<file path="config.mk">
export PLATFORM = sky130hd
export DESIGN_NAME = led_sweep_rx
export DESIGN_NICKNAME = d
export VERILOG_FILES = /design/src/rtl/led_sweep_rx.sv
export SDC_FILE = /design/constraint.sdc
export NUM_CORES = 1
export LEC_CHECK = 0
export ABC_AREA = 1
export CORE_UTILIZATION = 52
export DETAILED_ROUTE_END_ITERATION = 12
export PLACE_DENSITY = 0.81
export SYNTH_ARGS = -nofsm -noshare
export SYNTH_HDL_FRONTEND = slang
export SYNTH_SLANG_ARGS = --single-unit
</file>
<file path="constraint.sdc">
create_clock -name clock -period 3.3 [get_ports clock]
set_input_delay 0.825 -clock clock [delete_from_list [all_inputs] [get_ports clock]]
set_output_delay 0.825 -clock clock [all_outputs]
set_load 0.1 [all_outputs]
</file>
<file path="src/rtl/led_sweep_rx.sv">
`default_nettype none
// ============================================================================
// Module   : led_sweep_rx
// Brief    : Consumes counter valid strobes and sweeps a one-hot LED pattern
//            (rotate or bounce) across R/G/B banks, cycling colour per sweep.
// Revision : 1.0
// ============================================================================
module led_sweep_rx #(
    parameter int NB_LED = 5
) (
    input  logic              clock,
    input  logic              i_reset,
    input  logic              i_valid,
    input  logic              i_hold,
    input  logic              i_mode,
    input  logic              i_dir,
    output logic [NB_LED-1:0] o_led_r,
    output logic [NB_LED-1:0] o_led_g,
    output logic [NB_LED-1:0] o_led_b,
    output logic              o_wrap
);

    typedef enum logic [1:0] {
        RED   = 2'd0,
        GREEN = 2'd1,
        BLUE  = 2'd2
    } colour_t;

    typedef enum logic [0:0] {
        GO_RIGHT = 1'b0,
        GO_LEFT  = 1'b1
    } bstate_t;

    localparam logic [NB_LED-1:0] c_pos_lsb = {{(NB_LED-1){1'b0}}, 1'b1};
    localparam logic [NB_LED-1:0] c_pos_msb = {1'b1, {(NB_LED-1){1'b0}}};

    logic [NB_LED-1:0] r_pos;
    colour_t           r_colour;
    bstate_t           r_bstate;
    logic              r_bload;
    logic              r_wrap;
    logic [NB_LED-1:0] r_led_r;
    logic [NB_LED-1:0] r_led_g;
    logic [NB_LED-1:0] r_led_b;

    logic              w_adv;
    logic              w_go_left;
    logic [NB_LED-1:0] w_pos_nxt;
    colour_t           w_colour_nxt;
    bstate_t           w_bstate_nxt;
    logic              w_wrap_nxt;

    assign w_adv = i_valid & ~i_hold;

    // Bounce direction comes from i_dir only on the first accept after entering bounce mode.
    assign w_go_left = r_bload ? i_dir : (r_bstate == GO_LEFT);

    always_comb begin
        w_pos_nxt    = r_pos;
        w_colour_nxt = r_colour;
        w_bstate_nxt = r_bstate;
        w_wrap_nxt   = 1'b0;
        if (w_adv) begin
            if (!$onehot(r_pos)) begin
                w_pos_nxt = c_pos_lsb;
            end else if (!i_mode) begin
                if (i_dir) begin
                    if (r_pos[NB_LED-1]) begin
                        w_pos_nxt  = c_pos_lsb;
                        w_wrap_nxt = 1'b1;
                    end else begin
                        w_pos_nxt = r_pos << 1;
                    end
                end else begin
                    if (r_pos[0]) begin
                        w_pos_nxt  = c_pos_msb;
                        w_wrap_nxt = 1'b1;
                    end else begin
                        w_pos_nxt = r_pos >> 1;
                    end
                end
            end else begin
                if (w_go_left) begin
                    if (r_pos[NB_LED-1]) begin
                        w_pos_nxt    = r_pos >> 1;
                        w_bstate_nxt = GO_RIGHT;
                        w_wrap_nxt   = 1'b1;
                    end else begin
                        w_pos_nxt    = r_pos << 1;
                        w_bstate_nxt = GO_LEFT;
                    end
                end else begin
                    if (r_pos[0]) begin
                        w_pos_nxt    = r_pos << 1;
                        w_bstate_nxt = GO_LEFT;
                        w_wrap_nxt   = 1'b1;
                    end else begin
                        w_pos_nxt    = r_pos >> 1;
                        w_bstate_nxt = GO_RIGHT;
                    end
                end
            end
            if (w_wrap_nxt) begin
                case (r_colour)
                    RED:     w_colour_nxt = GREEN;
                    GREEN:   w_colour_nxt = BLUE;
                    default: w_colour_nxt = RED;
                endcase
            end
        end
    end

    always_ff @(posedge clock or negedge i_reset) begin
        if (!i_reset) begin
            r_pos    <= c_pos_lsb;
            r_colour <= RED;
            r_bstate <= GO_LEFT;
            r_bload  <= 1'b0;
            r_wrap   <= 1'b0;
            r_led_r  <= c_pos_lsb;
            r_led_g  <= '0;
            r_led_b  <= '0;
        end else begin
            r_pos    <= w_pos_nxt;
            r_colour <= w_colour_nxt;
            r_bstate <= w_bstate_nxt;
            r_wrap   <= w_wrap_nxt;
            if (!i_mode) begin
                r_bload <= 1'b1;
            end else if (w_adv) begin
                r_bload <= 1'b0;
            end
            // Banks are registered from next-state so colour and position change together.
            r_led_r <= (w_colour_nxt == RED)   ? w_pos_nxt : '0;
            r_led_g <= (w_colour_nxt == GREEN) ? w_pos_nxt : '0;
            r_led_b <= (w_colour_nxt == BLUE)  ? w_pos_nxt : '0;
        end
    end

    assign o_led_r = r_led_r;
    assign o_led_g = r_led_g;
    assign o_led_b = r_led_b;
    assign o_wrap  = r_wrap;

endmodule
`default_nettype wire

</file>
Yosys cells after proc, flatten, opt, wreduce, memory -nomap -nowiden:

Cells that the tools add are included.

* bits in registers: 25
* bits in latches: 0
* memory bits (writable): 0
* memory bits (read-only): 0
* input bits: 6
* output and inout bits: 16
* logic and storage cells: 50
* memories kept: 0

* add/sub/neg operators: 4
* multiply operators: 0
* divide/modulo/power cells: 0
* $lt $le $gt $ge: 0
* eq/ne operators: 5
* shift operators: 0
* muxes and demuxes: 28
* bitwise operators: 2
* reduce and logical (&&, ||, !) cells: 3

Operators with widths (number)
* 2-to-1 mux 5 bit: 12
* 2-to-1 mux 1 bit: 13
* adder 1 x 1 -> 2 bit: 2
* equality test 2 x 1 -> 1 bit (second input constant): 2
* zero test 2 bit: 2
* 2-to-1 mux 2 bit: 2
* one-hot mux 2 bit (2 select lines): 1
* adder 2 x 2 -> 3 bit: 1
* adder 3 x 1 -> 3 bit: 1
* equality test 3 x 1 -> 1 bit (second input constant): 1
* AND reduction 3 bit: 1
* equality test 2 bit (second input constant): 1
* != test 2 x 1 -> 1 bit (second input constant): 1
* bitwise AND 1 bit: 1
* inverter 1 bit: 1

Logic depth before layout (Yosys ltp):

Gate-level depths: netlist (run 1).

* word-level depth: 10
* depth in mapped cells: 15
* mapped depth without buffers: 15

Worst setup path before layout (run 1):

OpenSTA, ideal clock, no wires.

* path type: reg2reg
* from: reg r_pos[0]
* to: reg r_led_g[1] (netlist: o_led_g[1])
* setup time: 0.129 ns
* data arrival time: 2.529 ns
* data required time: 3.171 ns
* setup slack: 0.642 ns
* stages on the path, launching flop included: 16
* buffers on the path: 0
* period minus slack after synthesis: 2.658 ns
* cell sequence: dfstp_2 -> inv_2 -> fa_1 -> fa_1 -> inv_1 -> ha_1 -> nor2_1 -> nand2_1 -> nor2_8 -> nand2_2 -> clkinv_4 -> nand2_4 -> nand2_2 -> nand2_4 -> nand2_4 -> nor2_1

* word-level cells in the longest chain between the ends: 10
* elaborated cells on any way between the ends: 23
* classes of those cells: add/sub (3); eq/ne (2); mux (18)

RTL lines
* start, declared: RTL line 37 `logic [NB_LED-1:0] r_pos;`
* start signal, assigned: RTL line 115 `r_pos <= c_pos_lsb;`
* start signal, assigned: RTL line 124 `r_pos <= w_pos_nxt;`
* adder 1 x 1 -> 2 bit (implied by the code): RTL line 64 `if (!$onehot(r_pos)) begin`
* adder 2 x 2 -> 3 bit (implied by the code): RTL line 64
* adder 3 x 1 -> 3 bit (implied by the code): RTL line 64
* equality test 3 x 1 -> 1 bit: RTL line 64
* 2-to-1 mux 1 bit: RTL line 64
* 2-to-1 mux 1 bit: RTL line 63 `if (w_adv) begin`
* 2-to-1 mux 2 bit: RTL line 103 `if (w_wrap_nxt) begin`
* 2-to-1 mux 2 bit: RTL line 63
* equality test 2 x 1 -> 1 bit: RTL line 135 `r_led_g <= (w_colour_nxt == GREEN) ? w_pos_nxt : '0;`
* 2-to-1 mux 5 bit *: RTL line 135
* end signal, assigned: RTL line 135
* end, declared: RTL line 43 `logic [NB_LED-1:0] r_led_g;`

Mark *: on every way between the ends. The rest lies on a longest branch, timed or not. The select of a mux whose other input is x is not followed.
A chain may end at the register's enable or synchronous reset.

Worst setup path in the final report (run 1):

* from: reg r_pos[0]
* to: reg r_led_g[1] (netlist: o_led_g[1])

* word-level cells in the longest chain between the ends: 10
* elaborated cells on any way between the ends: 23
* classes of those cells: add/sub (3); eq/ne (2); mux (18)

RTL lines
* adder 1 x 1 -> 2 bit (implied by the code): RTL line 64
* adder 2 x 2 -> 3 bit (implied by the code): RTL line 64
* adder 3 x 1 -> 3 bit (implied by the code): RTL line 64
* equality test 3 x 1 -> 1 bit: RTL line 64
* 2-to-1 mux 1 bit *: RTL line 64
* 2-to-1 mux 1 bit *: RTL line 63
* 2-to-1 mux 2 bit *: RTL line 103
* 2-to-1 mux 2 bit *: RTL line 63
* net w_colour_nxt[0]: RTL line 49 `colour_t w_colour_nxt;`
* equality test 2 x 1 -> 1 bit *: RTL line 135
* 2-to-1 mux 5 bit *: RTL line 135

Mark *: on every way through the listed nets, which the timed path passes. The rest lies on a longest branch. The select of a mux whose other input is x is not followed.

==> results of run 1 <==
cells by family (layout without fill, tap and decap cells):
family | count (synthesis) | after routing | share of synthesized area (%)
flip-flops | 25 | 25 | 46.9
adder cells (fa/ha/maj) | 5 | 5 | 5.78
AND/OR/NAND/NOR | 85 | 85 | 33.0
buffers and inverters | 25 | 51 | 7.37
AO/OA/AOI/OAI | 18 | 18 | 6.90
worst max-delay path: stages, from the launching register on:
cell and delay (ps):
dfstp_2 610, inv_2 90, fa_1 500, fa_1 370, inv_1 70, ha_1 230
nor2_1 100, nand2_1 140, nor2_8 150, nand2_2 80, clkinv_4 80, nand2_4 60
nand2_1 80, nand2_2 80, nand2_4 80, nor2_1 50
final cells by class:
class / instances / area [um2] / share of cell area [%]
clock buffer: 4 / 26.3 / 1.66
inverter: 25 / 98.8 / 6.25
multi-input combinational: 108 / 613 / 38.7
sequential: 25 / 629 / 39.8
tap: 30 / 37.5 / 2.37
timing repair buffer: 22 / 178 / 11.2
per-layer routing:
metal / global-route usage, % / part of all wire [%] / vias up
li1: - / - / 536
met1: 32.3 / 46 / 508
met2: 36.5 / 50 / 26
met3: 3.77 / 3.3 / 0
met4: 5.26 / 0 / 0
met5: 0 / 0 / -
per-stage QoR:
stage / instances / cell area (um2) / utilization [%] / hold WS [ps] / setup slack [ps]
finish: 214 / 1580 / 64.5 / 509 / 412
global route: 214 / 1580 / 64.5 / 526 / 251
CTS: 214 / 1580 / 64.5 / 507 / 412
detailed placement: 210 / 1560 / 63.4 / 487 / 433
global placement: 210 / 1560 / 63.4 / 479 / 516
floorplan: 158 / 1340 / - / 461 / 642
cells in the final DEF (no fill, tap or decap):
cell type	synthesis	final
a21boi_0	1	1
a21oi_1	7	7
buf_4	0	17
clkbuf_1	0	1
clkbuf_4	0	3
clkdlybuf4s50_1	0	5
clkinv_4	1	1
dfrtp_1	22	22
dfstp_2	3	3
fa_1	2	2
ha_1	3	3
inv_1	22	22
inv_2	2	2
nand2_1	33	33
nand2_2	10	10
nand2_4	6	6
nand3_1	8	8
nand3_2	1	1
nand3_4	1	1
nand3b_2	1	1
nor2_1	24	24
nor2_8	1	1
o21ai_0	7	7
o21ai_1	3	3
flip-flops by register name, summed over array words and instances (netlist names):
signal	flops
o_led_b	5
o_led_g	5
o_led_r	5
r_pos	5
r_colour	2
o_wrap	1
r_bload	1
r_bstate	1
how the worst max path moves through the flow:
stage	depth (start not counted)	end	slack (ps)	startpoint
4_1_cts	15	o_led_g[1]	410	r_pos[0]
5_1_grt	12	o_led_g[1]	250	r_pos[0]
6_report	15	o_led_g[1]	410	r_pos[0]
3_5_place_dp	15	o_led_g[1]	430	r_pos[0]
2_1_floorplan	15	o_led_g[1]	640	r_pos[0]
3_3_place_gp	12	o_led_g[1]	520	r_pos[0]
==> results.tsv, run 1 <==
metric	value	unit
fraction of registers with async set/reset	100	%
post-cts resize count	0	
Post-CTS Setup Inserts	0	
vias in the first global route	993	
first-pass GRT wire length	4.50	mm
later-pin clock latency in the skew report	300	ps
Die W	52.8	um
post-synthesis sequential area ratio	46.9	%
DRC	1	
Post-synth EDFFs	0	
most numerous cell in the Yosys netlist	nand2_1	
Synth area leaders	dfrtp_1 (41%), nand2_1 (9.2%), nor2_1 (6.7%), inv_1 (6.2%), dfstp_2 (5.9%)	
Worst Setup Start Kind	register	
Yosys warning count	0	
Nets	196	
routed length per instance	13.1	um
min Tclk post-route	2890	ps
CTS tree	yes	
RSZ-0062 raised after global routing	false	
initial antenna violation count	0	
Vias/cell	5.00	
max_slew headroom	74.7	%
Register-to-Register Path Depth	15	
via total after detailed routing	1070	
CTS H-tree depth	1	
row count	18	
outcome	finished, violations left	
core region area	0.00245	mm2
Final Max Slew Viols	0	
first drt pass iteration count	8	
hold depth	2	
Synth top cells by count	nand2_1 (33), nor2_1 (24), dfrtp_1 (22), inv_1 (22), nand2_2 (10)	
clk_skew	4.75	ps
Root Driver	clkbuf_4	
Crit Path Class	register to register	
hpwl dp	2.30	mm
DIE AREA	0.00279	mm2
Worst Path Required	3480	ps
Starting Density	54.6	%
Detail Route Antenna Nets	0	
reg2reg start	r_pos[0]	
pin count of the biggest net entering global routing	26	
number of hold buffers added after cts	0	
Tcrit/Tclk final	87.5	%
CP Max Fanout	7	
CTS Buf Count	3	
worst-margin pin slew	380	ps
max cap viols	0	
WP data arrival	3070	ps
synth unique cells	20	
Post-Syn Area	0.00134	mm2
Main synth FF type	dfrtp_1	
top cell type by total area after synthesis	dfrtp_1	
Die Span Y	52.8	um
Max Freq	346	MHz
CP Capture Type	register	
r2r setup slk	410	ps
Synth Net Count	169	
grt total ovfl	0	
Fin. Hold Viols	0	
layout cells sized above 1	25.0	%
setup TNS	0	ps
Synth Register Bits	25	
Syn Inst Count	158	
IO Pins	22	
# port buffers	21	
GPL Wtd Cong	0.906	
Sink Count	25	
Critical R2R Capture	o_led_g[1]	
Longest Clk Path Bufs	2	
# setup viols final	0	
hold_sp	r_bstate	
post-synth top area share	41.0	%
GR Util All Layers	22.9	%
Hold Crit Endpoint	r_bstate	
Fillers	213	
Total Wirelength	2.81	mm
initial DRC count	25	
area delta synth->final	18.0	%
ant diodes	0	
Worst Hold Class	register to register	
violations in the final reports	DRC	
Syn Area/Cell	8.49	um2
Clock Pin Slew Worst Setup and Hold Paths	120	ps
Power of run 1 is not shown: default switching activity piles up to over one toggle a cycle in this logic, so the estimate is an artifact.
==> inputs of run 2 (changes only) <==
--- a/config.mk
+++ b/config.mk
@@ -6,9 +6,9 @@
 export NUM_CORES = 1
 export LEC_CHECK = 0
 export ABC_AREA = 1
-export CORE_UTILIZATION = 52
+export CORE_UTILIZATION = 30
 export DETAILED_ROUTE_END_ITERATION = 12
-export PLACE_DENSITY = 0.81
+export PLACE_DENSITY = 0.53
 export SYNTH_ARGS = -nofsm -noshare
 export SYNTH_HDL_FRONTEND = slang
 export SYNTH_SLANG_ARGS = --single-unit
==> run 2 against run 1 <==
  * The run now ends clean
  * Maximum frequency up 0.23%
  * Worst setup slack better by 6.7 ps
  * Die area up 70%
  * Clock-buffer cell count down 1
  * Sequential cell count unchanged
==> results.tsv, run 2 (synthesis gave the netlist of run 1 again) <==
metric	value	unit
grt total ovfl	0	
Final Max Slew Viols	0	
Post-DP Area	0.00158	mm2
final non-filler cell area	0.00163	mm2
CP Buf/Inv Count	3	
Clock Pin Slew Worst Setup and Hold Paths	80	ps
Root Driver	clkbuf_8	
IO Pins	22	
CTS tree	yes	
core region area	0.00414	mm2
most used routing layer	met2	
Nets	196	
initial DRC count	56	
worst-margin pin slew	387	ps
crit-path max cell delay	600	ps
Worst Hold Class	register to register	
Total Wirelength	2.92	mm
DIE AREA	0.00474	mm2
Worst Path Required	3440	ps
# setup viols final	0	
CP Capture Type	register	
vias in the first global route	1150	
Sink Count	25	
Longest Clk Path Bufs	2	
number of hold buffers added after cts	0	
Max Freq	347	MHz
CP Max Fanout	7	
Starting Density	32.4	%
Worst Setup Start Kind	register	
outcome	finished clean	
GPL Wtd Cong	0.853	
DRC	0	
critical path cell sequence	inv_2, fa_1, fa_1, inv_1, ha_1, nor2_1, nand2_1, nor2_8, nand2_2, clkinv_4, nand2_4, nand2_1, nand2_2, nand2_4, nor2_1	
CTS H-tree depth	1	
CTS Buf Count	3	
PnR worst setup slack	419	ps
row count	23	
setup TNS	0	ps
Die W	68.9	um
CP Capture Point	o_led_b[2]	
layout cells sized above 1	25.5	%
Vias/cell	4.62	
Tcrit/Tclk final	87.3	%
min Tclk post-route	2880	ps
WP data arrival	3020	ps
max_slew headroom	74.1	%
ant diodes	0	
Detail Route Antenna Nets	0	
clk_skew	2.20	ps
Die Span Y	68.9	um
grt met1 use	19.5	%
RSZ-0062 raised after global routing	false	
most common cell after layout, fill and taps aside	nand2_1	
area delta synth->final	21.4	%
Slowest cell on crit path	dfstp_2	
routed length per instance	12.5	um
Fillers	438	
GR Util All Layers	14.8	%
Critical R2R Capture	o_led_b[2]	
pin count of the biggest net entering global routing	26	
critical path depth in cells	15	
later-pin clock latency in the skew report	260	ps
pre-CTS WS	443	ps
initial antenna violation count	0	
Post-CTS Setup Inserts	0	
reg2reg start	r_pos[0]	
r2r setup slk	420	ps
# port buffers	21	
cell family with most CP delay	adder cells	
hpwl dp	2.27	mm
Worst Setup SP	r_pos[0]	
commonest non-fill, non-tap cells in the layout	nand2_1 (33), nor2_1 (24), inv_1 (22), dfrtp_1 (22), buf_4 (17)	
Register-to-Register Path Depth	15	
Multi-input gate area	613	um2
via total after detailed routing	1081	
Crit Path Class	register to register	
max cap viols	0	
GR Layer Usage met2	23.9	%
hold depth	2	
post-cts resize count	0	
Reg area	629	um2
met3 Track Usage GR	2.63	%
Fin. Hold Viols	0	
first-pass GRT wire length	5.16	mm
first drt pass iteration count	4	
[run 2: changes by cell type in the layout (fill, tap and decap cells not counted)]
| cell | delta |
|---|---|
| clkbuf_1 | -1 |
| clkbuf_4 | -3 |
| clkbuf_8 | +3 |
| clkinv_2 | +1 |
[run 2: layout make-up]
class                           count  area share (%)
Sequential cell                    25            38.7
Multi-Input combinational cell    108            37.7
Timing Repair Buffer               22            10.9
Inverter                           25            6.07
Tap cell                           50            3.84
Clock buffer                        3            2.54
Clock inverter                      1           0.307
[run 2: layer usage]
layer / wire, um / part of all wire (%)
met5: 0 / 0
met4: 49 / 1.7
met3: 159 / 5.4
met2: 1340 / 46
met1: 1370 / 47
[run 2: stage by stage]
step	util [%]	cells	hold WS, ps
after CTS	39.3	234	524
after detailed placement	38.2	230	510
after floorplan	-	158	461
final	39.3	234	518
after global placement	38.2	230	506
after global routing	39.3	234	551
[run 2: worst reg2reg max path: cells and delay by family (launching register included)]
family / cells / cell delay, ps
buffers and inverters: 3 / 230
and+or+nand+nor: 9 / 850
DFF: 1 / 600
adders and majority gates: 3 / 1090
[run 2: worst min path at each step]
| stage | from | to | slack [ps] |
|---|---|---|---|
| floorplan | r_bstate | r_bstate | 460 |
| global placement | r_bstate | r_bstate | 510 |
| detailed placement | r_bstate | r_bstate | 510 |
| CTS | r_bstate | r_bstate | 520 |
| global route | r_bstate | r_bstate | 550 |
| finish | r_bstate | r_bstate | 520 |
Power of run 2 is left out for the same reason.
